$ cat config.mk
export PLATFORM = sky130hd
export DESIGN_NAME = contador_monitor
export DESIGN_NICKNAME = d
export VERILOG_FILES = /design/src/rtl/contador_monitor.sv
export SDC_FILE = /design/constraint.sdc
export NUM_CORES = 1
export LEC_CHECK = 0
export BUFFER_PORTS_ARGS = -buffer_cell sky130_fd_sc_hd__buf_2
export CELL_PAD_IN_SITES_DETAIL_PLACEMENT = 0
export CELL_PAD_IN_SITES_GLOBAL_PLACEMENT = 1
export CORE_ASPECT_RATIO = 1.5
export CORE_MARGIN = 2
export CORE_UTILIZATION = 39
export CTS_CLUSTER_DIAMETER = 100
export DETAILED_ROUTE_END_ITERATION = 8
export PLACE_DENSITY = 0.81
export SYNTH_ARGS = -nofsm -noshare
export SYNTH_HDL_FRONTEND = slang
export SYNTH_SLANG_ARGS = --single-unit
$ cat constraint.sdc
create_clock -name clk -period 2.9 [get_ports clk]
set_clock_uncertainty 0.15 [all_clocks]
set_input_delay 0.58 -clock clk [delete_from_list [all_inputs] [get_ports clk]]
set_output_delay 0.58 -clock clk [all_outputs]
set_load 0.02 [all_outputs]
$ cat src/rtl/contador_monitor.sv
// Sequence monitor for a free-running binary counter: checks +1 steps, counts
// legal wraps, flags discontinuities and drives a hex 7-segment digit.
module contador_monitor #(
  parameter int WIDTH          = 4,
  parameter int WRAP_W         = 8,
  parameter bit HOLD_OK        = 1'b0,
  parameter bit SEG_ACTIVE_LOW = 1'b1
) (
  input  logic              clk,
  input  logic              rst,
  input  logic [WIDTH-1:0]  q_in,
  input  logic              clr_err,
  output logic [WIDTH-1:0]  q_reg,
  output logic [6:0]        seg,
  output logic              wrap,
  output logic [WRAP_W-1:0] wrap_cnt,
  output logic              err,
  output logic [1:0]        state
);

  typedef enum logic [1:0] {
    SYNC  = 2'b00,
    TRACK = 2'b01,
    FAULT = 2'b10
  } state_e;

  localparam logic [WIDTH-1:0]  Q_ONE   = WIDTH'(1);
  localparam logic [WIDTH-1:0]  Q_MAX   = '1;
  localparam logic [WRAP_W-1:0] CNT_ONE = WRAP_W'(1);
  localparam logic [WRAP_W-1:0] CNT_MAX = '1;

  state_e              state_q;
  logic [WIDTH-1:0]    prev_q;
  logic [WIDTH-1:0]    q_reg_q;
  logic [6:0]          seg_q;
  logic                wrap_q;
  logic [WRAP_W-1:0]   wrap_cnt_q;
  logic                err_q;

  logic [WIDTH-1:0]    exp_d;
  logic                step_d;
  logic                legal_d;
  logic                is_wrap_d;

  function automatic logic [6:0] hex7(input logic [3:0] v);
    logic [6:0] p;
    case (v)
      4'h0: p = 7'b0111111;
      4'h1: p = 7'b0000110;
      4'h2: p = 7'b1011011;
      4'h3: p = 7'b1001111;
      4'h4: p = 7'b1100110;
      4'h5: p = 7'b1101101;
      4'h6: p = 7'b1111101;
      4'h7: p = 7'b0000111;
      4'h8: p = 7'b1111111;
      4'h9: p = 7'b1101111;
      4'hA: p = 7'b1110111;
      4'hB: p = 7'b1111100;
      4'hC: p = 7'b0111001;
      4'hD: p = 7'b1011110;
      4'hE: p = 7'b1111001;
      default: p = 7'b1110001;
    endcase
    return p;
  endfunction

  function automatic logic [6:0] seg_drive(input logic [3:0] v);
    return SEG_ACTIVE_LOW ? ~hex7(v) : hex7(v);
  endfunction

  // A stall only counts as legal when the build allows holds.
  always_comb begin
    exp_d     = prev_q + Q_ONE;
    step_d    = (q_in == exp_d);
    legal_d   = step_d || (HOLD_OK && (q_in == prev_q));
    is_wrap_d = step_d && (prev_q == Q_MAX);
  end

  always_ff @(posedge clk or posedge rst) begin
    if (rst) begin
      state_q    <= SYNC;
      prev_q     <= '0;
      q_reg_q    <= '0;
      seg_q      <= seg_drive(4'h0);
      wrap_q     <= 1'b0;
      wrap_cnt_q <= '0;
      err_q      <= 1'b0;
    end else begin
      prev_q  <= q_in;
      q_reg_q <= q_in;
      seg_q   <= seg_drive(q_in);
      wrap_q  <= 1'b0;
      case (state_q)
        SYNC: state_q <= TRACK;
        TRACK: begin
          if (!legal_d) begin
            state_q <= FAULT;
            err_q   <= 1'b1;
          end else if (is_wrap_d) begin
            wrap_q <= 1'b1;
            if (wrap_cnt_q != CNT_MAX) wrap_cnt_q <= wrap_cnt_q + CNT_ONE;
          end
        end
        FAULT: begin
          if (clr_err) begin
            state_q <= SYNC;
            err_q   <= 1'b0;
          end
        end
        default: state_q <= SYNC;
      endcase
    end
  end

  assign q_reg    = q_reg_q;
  assign seg      = seg_q;
  assign wrap     = wrap_q;
  assign wrap_cnt = wrap_cnt_q;
  assign err      = err_q;
  assign state    = state_q;

endmodule

==> flow_metrics.py <==
metrics = {
    "placement": {
        "hpwl_mm": 1.61,
        "dp_slack_ps": 385,
        "routabilityCongestion": 0.794,
        "io_buffers": 29,
    },
    "drt": {
        "vias": 846,
        "ant_nets": 0,
        "wire_per_inst_um": 11.9,
        "met3_length_um": 79,
        "drt-met1-wl_um": 933,
        "drt_iter0_drc": 9,
        "drc_errors": 0,
        "highest_layer": "met4",
        "drtPass1Iterations": 4,
        "routed-wl-met2_mm": 1.00,
        "vias_per_cell": 4.86,
        "drt_wl_total_mm": 2.07,
    },
    "clock_tree": {
        "ctsHoldBuffers": 0,
        "clock_latency_ps": 260,
        "cts_tree": "yes",
        "h-tree-depth": 1,
        "root_buffer": "clkbuf_8",
        "clk_path_buf_depth": 2,
        "post_cts_buffers": 0,
        "cts_made_buffers": 3,
        "cts_resized": 0,
        "cts_num_sinks": 23,
        "clk_pin_slew_ps": 80,
    },
    "sta": {
        "rsz0062_at_grt": "no",
        "slew_violations": 0,
        "finalSetupTns_ps": 0,
        "whs_ps": 328,
        "timing.final.crit_period_ps": 2320,
        "fmax_mhz": 432,
        "fin_crit_sh_pct": 79.8,
        "maxSlewHeadroom_pct": 43.8,
        "fin_ws_ps": 585,
        "finalSetupViolations": 0,
        "final_hold_viol_count": 0,
        "worst_pin_slew_ps": 843,
    },
    "layout": {
        "drive_above_1_share_pct": 27.4,
        "utilization_pct": 47.9,
        "largest_register_ffs": 8,
        "multi_input_area_um2": 523,
        "finalNetCount": 150,
        "area.sequential_um2": 577,
        "diodes": 0,
        "area_growth_pct": 20.0,
        "fillers": 275,
    },
    "critical_path": {
        "cpMaxStageDelayCell": "or4b_1",
        "crit_required_ps": 2900,
        "worstSetupPathType": "flip-flop to flip-flop",
        "cpMostUsedCell": "xnor2_1",
        "path_cells": "ha_1 -> xnor2_1 -> xnor2_1 -> nor4_4 -> or4b_1 -> mux2_1",
        "worstPathMaxFanout": 4,
        "worstPathArrival_ps": 2310,
        "startpoint_type": "flip-flop",
        "endpoint_kind": "flip-flop",
        "critPathMaxStageDelay_ps": 470,
    },
    "power": {
        "switching_share_pct": 31.0,
        "powerDensity_nw_per_um2": 547,
        "ir_drop_mv": 0.265,
        "p_seq_share_pct": 51.3,
        "combPwrFrac_pct": 22.7,
        "switching_power_mw": 0.231,
        "p_leak_nw": 0.661,
        "p_int_mw": 0.516,
        "clkPwrFrac_pct": 26.0,
    },
    "grt": {
        "grt_max_degree": 24,
        "grt_use_total_pct": 13.7,
        "grt_pass1_wl_mm": 3.32,
        "grt_pass1_vias": 777,
        "grt_overflow": 0,
        "antenna_found_initial": 0,
    },
    "floorplanning": {
        "rows": 24,
        "coreArea_um2": 2850,
        "io_pins": 30,
        "die_x_um": 48.1,
        "start_util_pct": 39.9,
        "dieArea_um2": 3370,
        "die_y_um": 70.1,
    },
    "synthesis": {
        "yosys_warnings": 0,
        "synthFlopType": "dfrtp_1",
        "yosys-top-cells-area": "dfrtp_1 48%, ha_1 7.7%, xnor2_1 7.7%",
        "yosys.area.top_type": "dfrtp_1",
        "synth_edf_count": 0,
        "synth.most_common_cell": "dfrtp_1",
        "ys_seq_area_share_pct": 50.7,
        "avgSynthCellArea_um2": 10.9,
        "syn-instance-count": 104,
        "ys_ff_latch": 23,
        "yosysTopAreaCellShare_pct": 48.4,
        "synthArstFlopShare_pct": 100,
        "synth.distinct_cells": 31,
        "synth_common_cells": "22 x dfrtp_1, 10 x xnor2_1, 9 x nand2_1, 7 x ha_1, 6 x a21oi_1",
        "synth_nets": 118,
        "syn_area_um2": 1140,
    },
    "status": {
        "status": "finished, final reports clean",
    },
    "job": {
        "cap_violations": 0,
    },
    "min_path": {
        "holdCritPathClass": "input pin to async pin",
    },
}
-- routing by layer --
metal,GRT usage (%),up-vias
met5,0,-
met4,8.41,0
met3,1.81,4
met2,21.5,28
met1,16.8,401
li1,-,413
-- worst paths after layout --
| path | start | to | slack, ps | depth (start not counted) |
|---|---|---|---|---|
| hold / removal | rst | q_reg[3]$_DFF_PP0_ | 330 | 2 |
| hold reg to reg | wrap_cnt[5]$_DFFE_PP0P_ | wrap_cnt[5]$_DFFE_PP0P_ | 360 | 1 |
| setup reg to reg | q_reg[0]$_DFF_PP0_ | wrap_cnt[6]$_DFFE_PP0P_ | 580 | 6 |
| max in group asynchronous | rst | state[1]$_DFFE_PP0P_ | 1750 | 2 |
| min in group clk | q_in[0] | q_reg[0]$_DFF_PP0_ | 360 | 1 |
| setup / recovery | q_reg[0]$_DFF_PP0_ | wrap_cnt[6]$_DFFE_PP0P_ | 580 | 6 |
-- metrics by stage --
step,std cells,power [mW],area (µm²)
after floorplan,104,0.503,1140
after global placement,170,0.556,1320
after detailed placement,170,0.562,1320
after CTS,174,0.755,1370
after global routing,174,0.801,1370
final,174,0.747,1370
-- power by group through the flow --
stage	clock network, mW	logic (mW)	registers [mW]
after floorplan	0	0.0769	0.426
after global placement	0	0.167	0.389
after detailed placement	0	0.172	0.390
after CTS	0.199	0.172	0.384
after global routing	0.218	0.191	0.392
final	0.194	0.169	0.383
-- critical path, delay by kind of cell (launching register included) --
kind          cells  cell delay, ps
mux               1             320
fa+ha+maj         1             240
simple gates      2             740
flops             1             430
xor+xnor          2             310
-- cell usage in the layout, fill, tap and decap left out, drive strengths merged, types with 4 or more instances in the layout --
cell type and n:
xnor2 10, ha 7, clkbuf 4, inv 5, a21oi 6, nand2 9, dfrtp 22, buf 30
nand3 4, nor2 5, o21ai 5
-- cell families (layout without fill, tap and decap cells) --
logic type	Yosys count	count (layout)	synth area share, %
simple gates	35	35	17.4
flops	23	23	50.7
compound gates	15	15	7.26
xor+xnor	12	12	9.90
buf+inv	8	39	3.30
fa+ha+maj	7	7	7.70
mux	4	4	3.74
-- layout make-up --
class	instances	share of cell area, %
Multi-Input combinational cell	73	38.3
Tap cell	39	3.57
Timing Repair Buffer	30	11.2
Clock buffer	4	3.30
Sequential cell	23	42.3
Inverter	5	1.37
Power figures use the tool's default switching activity.
